$ cat config.mk
export PLATFORM = sky130hd
export DESIGN_NAME = uart_rx_core
export DESIGN_NICKNAME = d
export VERILOG_FILES = /design/src/rtl/uart_pkg.sv /design/src/rtl/uart_rx_core_sync_ff.sv /design/src/rtl/uart_rx_core.sv
export SDC_FILE = /design/constraint.sdc
export NUM_CORES = 1
export LEC_CHECK = 0
export CORE_MARGIN = 5
export CORE_UTILIZATION = 58
export DETAILED_ROUTE_END_ITERATION = 6
export GPL_TIMING_DRIVEN = 0
export PLACE_DENSITY = 0.8
export SYNTH_ARGS = -nofsm -noshare
export SYNTH_HDL_FRONTEND = slang
export SYNTH_SLANG_ARGS = --single-unit
$ cat constraint.sdc
create_clock -name clk -period 3.4 [get_ports clk]
set_input_delay 0.68 -clock clk [delete_from_list [all_inputs] [get_ports clk]]
set_output_delay 0.68 -clock clk [all_outputs]
set_load 0.01 [all_outputs]
$ cat src/rtl/uart_pkg.sv
// Shared types and constants for the 8N1 serial receiver.
// Imported by uart_rx_core.
package uart_pkg;

  localparam int DATA_BITS = 8;
  localparam int MIN_DIV   = 4;

  typedef enum logic [2:0] {
    IDLE,
    START,
    DATA,
    STOP,
    BREAK
  } state_e;

endpackage

$ cat src/rtl/uart_rx_core_sync_ff.sv
// Generic N-stage synchroniser for an asynchronous single-bit input.
// Async active-high reset loads every stage with RST_VAL.
module sync_ff #(
  parameter int   STAGES  = 2,
  parameter logic RST_VAL = 1'b1
) (
  input  logic clk,
  input  logic reset,
  input  logic d,
  output logic q
);

  logic [STAGES-1:0] sr_q;
  logic [STAGES-1:0] sr_d;

  always_comb begin
    sr_d = {sr_q[STAGES-2:0], d};
  end

  always_ff @(posedge clk or posedge reset) begin
    if (reset) begin
      sr_q <= {STAGES{RST_VAL}};
    end else begin
      sr_q <= sr_d;
    end
  end

  assign q = sr_q[STAGES-1];

endmodule

$ cat src/rtl/uart_rx_core.sv
// 8N1 serial receiver: mid-bit sampling with a runtime divider.
// Emits one-cycle valid / frame_err pulses; data holds the last good byte.
module uart_rx_core
  import uart_pkg::*;
#(
  parameter int DIV_WIDTH   = 32,
  parameter int SYNC_STAGES = 2
) (
  input  logic                 clk,
  input  logic                 reset,
  input  logic                 ser_rx,
  input  logic [DIV_WIDTH-1:0] cfg_divider,
  output logic [7:0]           data,
  output logic                 valid,
  output logic                 frame_err,
  output logic                 busy
);

  localparam logic [2:0] LAST_BIT = 3'(DATA_BITS - 1);
  localparam logic [DIV_WIDTH-1:0] DIV_MIN = DIV_WIDTH'(MIN_DIV);
  localparam logic [DIV_WIDTH-1:0] ONE = DIV_WIDTH'(1);

  logic                 rx_s;
  state_e               state_q, state_d;
  logic [DIV_WIDTH-1:0] cnt_q, cnt_d;
  logic [DIV_WIDTH-1:0] div_q, div_d;
  logic [2:0]           idx_q, idx_d;
  logic [7:0]           shreg_q, shreg_d;
  logic [7:0]           data_q, data_d;
  logic                 valid_q, valid_d;
  logic                 ferr_q, ferr_d;
  logic [DIV_WIDTH-1:0] div_eff;

  sync_ff #(
    .STAGES  (SYNC_STAGES),
    .RST_VAL (1'b1)
  ) u_sync (
    .clk   (clk),
    .reset (reset),
    .d     (ser_rx),
    .q     (rx_s)
  );

  assign div_eff = (cfg_divider < DIV_MIN) ? DIV_MIN : cfg_divider;

  always_comb begin
    state_d = state_q;
    cnt_d   = cnt_q;
    div_d   = div_q;
    idx_d   = idx_q;
    shreg_d = shreg_q;
    data_d  = data_q;
    valid_d = 1'b0;
    ferr_d  = 1'b0;
    unique case (state_q)
      IDLE: begin
        if (!rx_s) begin
          div_d   = div_eff;
          cnt_d   = div_eff >> 1;
          state_d = START;
        end
      end
      START: begin
        if (cnt_q != '0) begin
          cnt_d = cnt_q - ONE;
        end else if (rx_s) begin
          state_d = IDLE;
        end else begin
          cnt_d   = div_q - ONE;
          idx_d   = '0;
          state_d = DATA;
        end
      end
      DATA: begin
        if (cnt_q != '0) begin
          cnt_d = cnt_q - ONE;
        end else begin
          shreg_d = {rx_s, shreg_q[7:1]};
          cnt_d   = div_q - ONE;
          idx_d   = idx_q + 3'd1;
          if (idx_q == LAST_BIT) begin
            state_d = STOP;
          end
        end
      end
      STOP: begin
        if (cnt_q != '0) begin
          cnt_d = cnt_q - ONE;
        end else if (rx_s) begin
          data_d  = shreg_q;
          valid_d = 1'b1;
          state_d = IDLE;
        end else begin
          ferr_d  = 1'b1;
          state_d = BREAK;
        end
      end
      BREAK: begin
        // a held-low line stays here so it reports only once
        if (rx_s) begin
          state_d = IDLE;
        end
      end
      default: begin
        state_d = IDLE;
      end
    endcase
  end

  always_ff @(posedge clk or posedge reset) begin
    if (reset) begin
      state_q <= IDLE;
      cnt_q   <= '0;
      div_q   <= '0;
      idx_q   <= '0;
      shreg_q <= '0;
      data_q  <= '0;
      valid_q <= 1'b0;
      ferr_q  <= 1'b0;
    end else begin
      state_q <= state_d;
      cnt_q   <= cnt_d;
      div_q   <= div_d;
      idx_q   <= idx_d;
      shreg_q <= shreg_d;
      data_q  <= data_d;
      valid_q <= valid_d;
      ferr_q  <= ferr_d;
    end
  end

  assign data      = data_q;
  assign valid     = valid_q;
  assign frame_err = ferr_q;
  assign busy      = (state_q != IDLE);

endmodule

==> impl_results.md <==
- Synth Warn #: 0
- Design area: 0.00619 mm2
- Final ANT Viol Nets: 0
- Worst Setup End Kind: flip-flop
- Pwr Total: roughly 2.4 mW
- Clk buf depth: 2
- Diodes inserted: 0
- Clock buffer count from CTS: 9
- Synth top area share: 41.2%
- CP dominant cell by count: clkbuf_1
- Total wire length: roughly 17000 um
- Depth of the CTS H-tree: 3
- Fmax: 315 MHz
- Initial Util: about three fifths
- Hold path start: u_sync.sr_q[0]
- Hold Crit Depth: 0
- Post-synthesis adder-cell area fraction: less than 1%
- Nets: about 730
- # rows: 35
- Post-synthesis compound-gate area fraction: 16.7%
- GRT Util Overall: 30.5%
- Crit-path cells: inv_1 > ha_1 > or3b_2 > clkbuf_1 > nor3_1 > and3_1 > a311oi_1 > clkbuf_1 > clkbuf_2 > o21ai_0 > o21ai_1
- Max stage delay on crit path: 0.46 ns
- Slew Viols, Final: 0
- Reg2Reg Setup Slack: 0.23 ns
- Final Wtd Congestion: about 0.97
- Setup ws final: 0.229 ns
- Crit-path max FO: 10
- R2r endpoint: cnt_q[3]
- Fillers: 780
- DR iter-0 viols: 490
- FF-to-FF Start: cnt_q[0]
- Largest net degree at the start of global routing: 53
- Min-delay worst type: reg2reg
- Worst Skew: roughly 0.017 ns
- First-pass GRT wire length: 26800 um
- Final period util: 93.3%
- Synthesized area per cell: around 8.4 um2
- Worst vdd ir: 0.212 mV
- Chip width: approximately 110 um
- Clk sink count: 90
- Proportion of layout cells with a drive suffix above 1: about 9%
- Syn nets: between 600 and 700
- RSZ-0062 raised after global routing: false
- Top Ports: 46
- Critical path class: reg2reg
- Lkg Pwr: 2.53 nW
- Pre-CTS setup slack: -0.0228 ns
- Clock slew at reported path FFs: roughly 0.1 ns
- DP Wirelength: 12200 um
- DRC viols: 0
- Slowest-stage cell, CP: clkbuf_1
- Clk_lat worst skew: 0.37 ns
- Req. time, crit path: around 3.7 ns
- Syn Inst Count: 634
- Setup violators final: 0
- Number of hold violations in the final report: 0
- XOR/XNOR Fraction of Synth Area: 5.41%
- Primary FF master, synth: dfrtp_1
- CP Launch Type: flip-flop
- Seq cells post-synth: 90
- Die Span Y: 106 um
- Data arrival time of the critical path: 3.46 ns
- Worst Tran Pin Value: approximately 0.83 ns
- Routed wire per std cell: 20.5 um
- Post-synth top area cell: dfrtp_1
- Vias in the first global route: around 5000
- Via count: between 5000 and 6000
- Max Cap Viol: 0
- Placed Area: approximately 0.0060 mm2
- # hold bufs at CTS: 0
- Synth Area in Simple Gates: between 20% and 30%
- Area growth syn-to-layout: 15.7%
- Post-synthesis cell type count: between 60 and 70
- Clock tree root buffer cell: clkbuf_8
- Cell area after synthesis: around 0.0053 mm2
- Top post-synthesis cells by area: dfrtp_1 41%, nand2_1 9.5%, o21ai_0 3.9%
- Min Tclk post-route: 3.17 ns
- Reg2Reg Depth: 11
- Detailed-router iteration count before antenna repair: 5
- Initial antenna violation count: 0
- CTS tree: done
- Via-to-Cell Ratio: between 6 and 7
- Die Area: 0.0112 mm2
- Worst hold path endpoint: u_sync.sr_q[1]
- Core area: 0.00911 mm2
- PwrDens: 390 mW/mm2
- Register area share after synthesis: 42.2%
- Asr flop ratio synth: 100%
- Outcome: completed
- GR Overflow Total: 0
- Main combinational cell family by area after synthesis: simple AND/OR/NAND/NOR gates
- EDFF count, synth: 0
- Port Buf Inserts: 45
- Setup TNS: 0 ns
- Slew Limit Headroom: 44.3%
- Mux cell area share after synthesis: between 3 and 4%
[cell usage after synthesis, types with 5 or more instances]
cell        n
nand2_1   135
dfrtp_1    88
nor2_1     47
o21ai_0    42
a21oi_1    37
nor3_1     28
clkbuf_1   24
nor4_1     21
xor2_1     19
mux2_2     16
xnor2_1    14
inv_1      12
or3_1      10
a31oi_1     7
nand3_1     7
o22ai_1     7
o21ai_1     6
nand3b_1    5
or4_1       5
[cells by family after synthesis]
| logic type | after synthesis |
|---|---|
| simple gates | 296 |
| mux | 19 |
| fa+ha+maj | 4 |
| buf+inv | 48 |
| xor+xnor | 33 |
| compound gates | 144 |
| flops | 90 |
[repair_timing]
item | 4_1_cts | 5_1_grt
setup buffers | 0 | 2
pin swaps | 0 | 1
setup endpoints to repair | 3 | 14
gates resized for setup | 1 | 5
[per-layer routing]
metal	track usage (%)	wire (um)	vias up
li1	-	-	2387
met1	41.8	6870	2443
met2	46.9	7560	277
met3	6.13	1510	48
met4	13.1	633	0
met5	0	0	-
[worst max-delay path by stage]
| stage | end | start | slack (ns) |
|---|---|---|---|
| after floorplan | cnt_q[0] | reset | 0.39 |
| after global placement | div_q[12] | reset | -1.08 |
| after detailed placement | cnt_q[30] | div_q[0] | -0.02 |
| after CTS | cnt_q[3] | cnt_q[0] | 0.17 |
| after global routing | cnt_q[21] | cnt_q[0] | 0.05 |
| final | cnt_q[3] | cnt_q[0] | 0.23 |
[stage by stage]
stage                     std cells  hold slack [ns]  util [%]
after floorplan                 634            0.345         -
after global placement          790            0.350      65.2
after detailed placement        791            0.352      65.5
after CTS                       807            0.366      67.7
after global routing            809            0.368      67.9
final                           809            0.364      67.9
[critical path, delay by kind of cell, from the launching register on]
| kind | cells | cell delay, ns |
|---|---|---|
| and+or+nand+nor | 3 | 0.53 |
| AOI/OAI and AO/OA | 3 | 0.76 |
| buffers and inverters | 4 | 1.15 |
| DFF | 1 | 0.43 |
| adders and majority gates | 1 | 0.21 |
[power breakdown]
part | total [mW] | switching [mW] | internal [mW] | leakage, nW
Combinational | 0.410 | 0.222 | 0.188 | 1.33
Sequential | 1.28 | 0.110 | 1.17 | 1.10
Clock | 0.727 | 0.439 | 0.288 | 0.0962
[area by class of cell]
| class | instances | area [um2] | area share [%] |
|---|---|---|---|
| clock buffers | 9 | 124 | 2.00 |
| repair buffers | 48 | 493 | 7.97 |
| multi-input cells | 496 | 2900 | 46.9 |
| plain buffers | 36 | 161 | 2.61 |
| inverters | 12 | 47.5 | 0.768 |
| flip-flops and latches | 90 | 2250 | 36.4 |
| clock inverters | 7 | 67.6 | 1.09 |
| well taps | 111 | 139 | 2.24 |
[flip-flops by register name, indices dropped and copies added, names as in the netlist]
register	cells
cnt_q	32
data	8
div_q	32
frame_err	1
idx_q	3
shreg_q	8
state_q	3
u_sync.sr_q	2
valid	1
[cell usage in the layout, fill, tap and decap left out, types with 7 or more instances in the layout]
cell               n
xor2_1            19
a21oi_1           37
clkbuf_8           9
xnor2_1           14
mux2_2            16
inv_1             11
clkdlybuf4s50_1   45
dfrtp_1           88
nand2_1          135
nor4_1            21
o21ai_0           42
nor3_1            28
nor2_1            47
clkbuf_1          22
o22ai_1            7
or3_1             10
nand3_1            7
a31oi_1            7
Power figures use the tool's default switching activity.
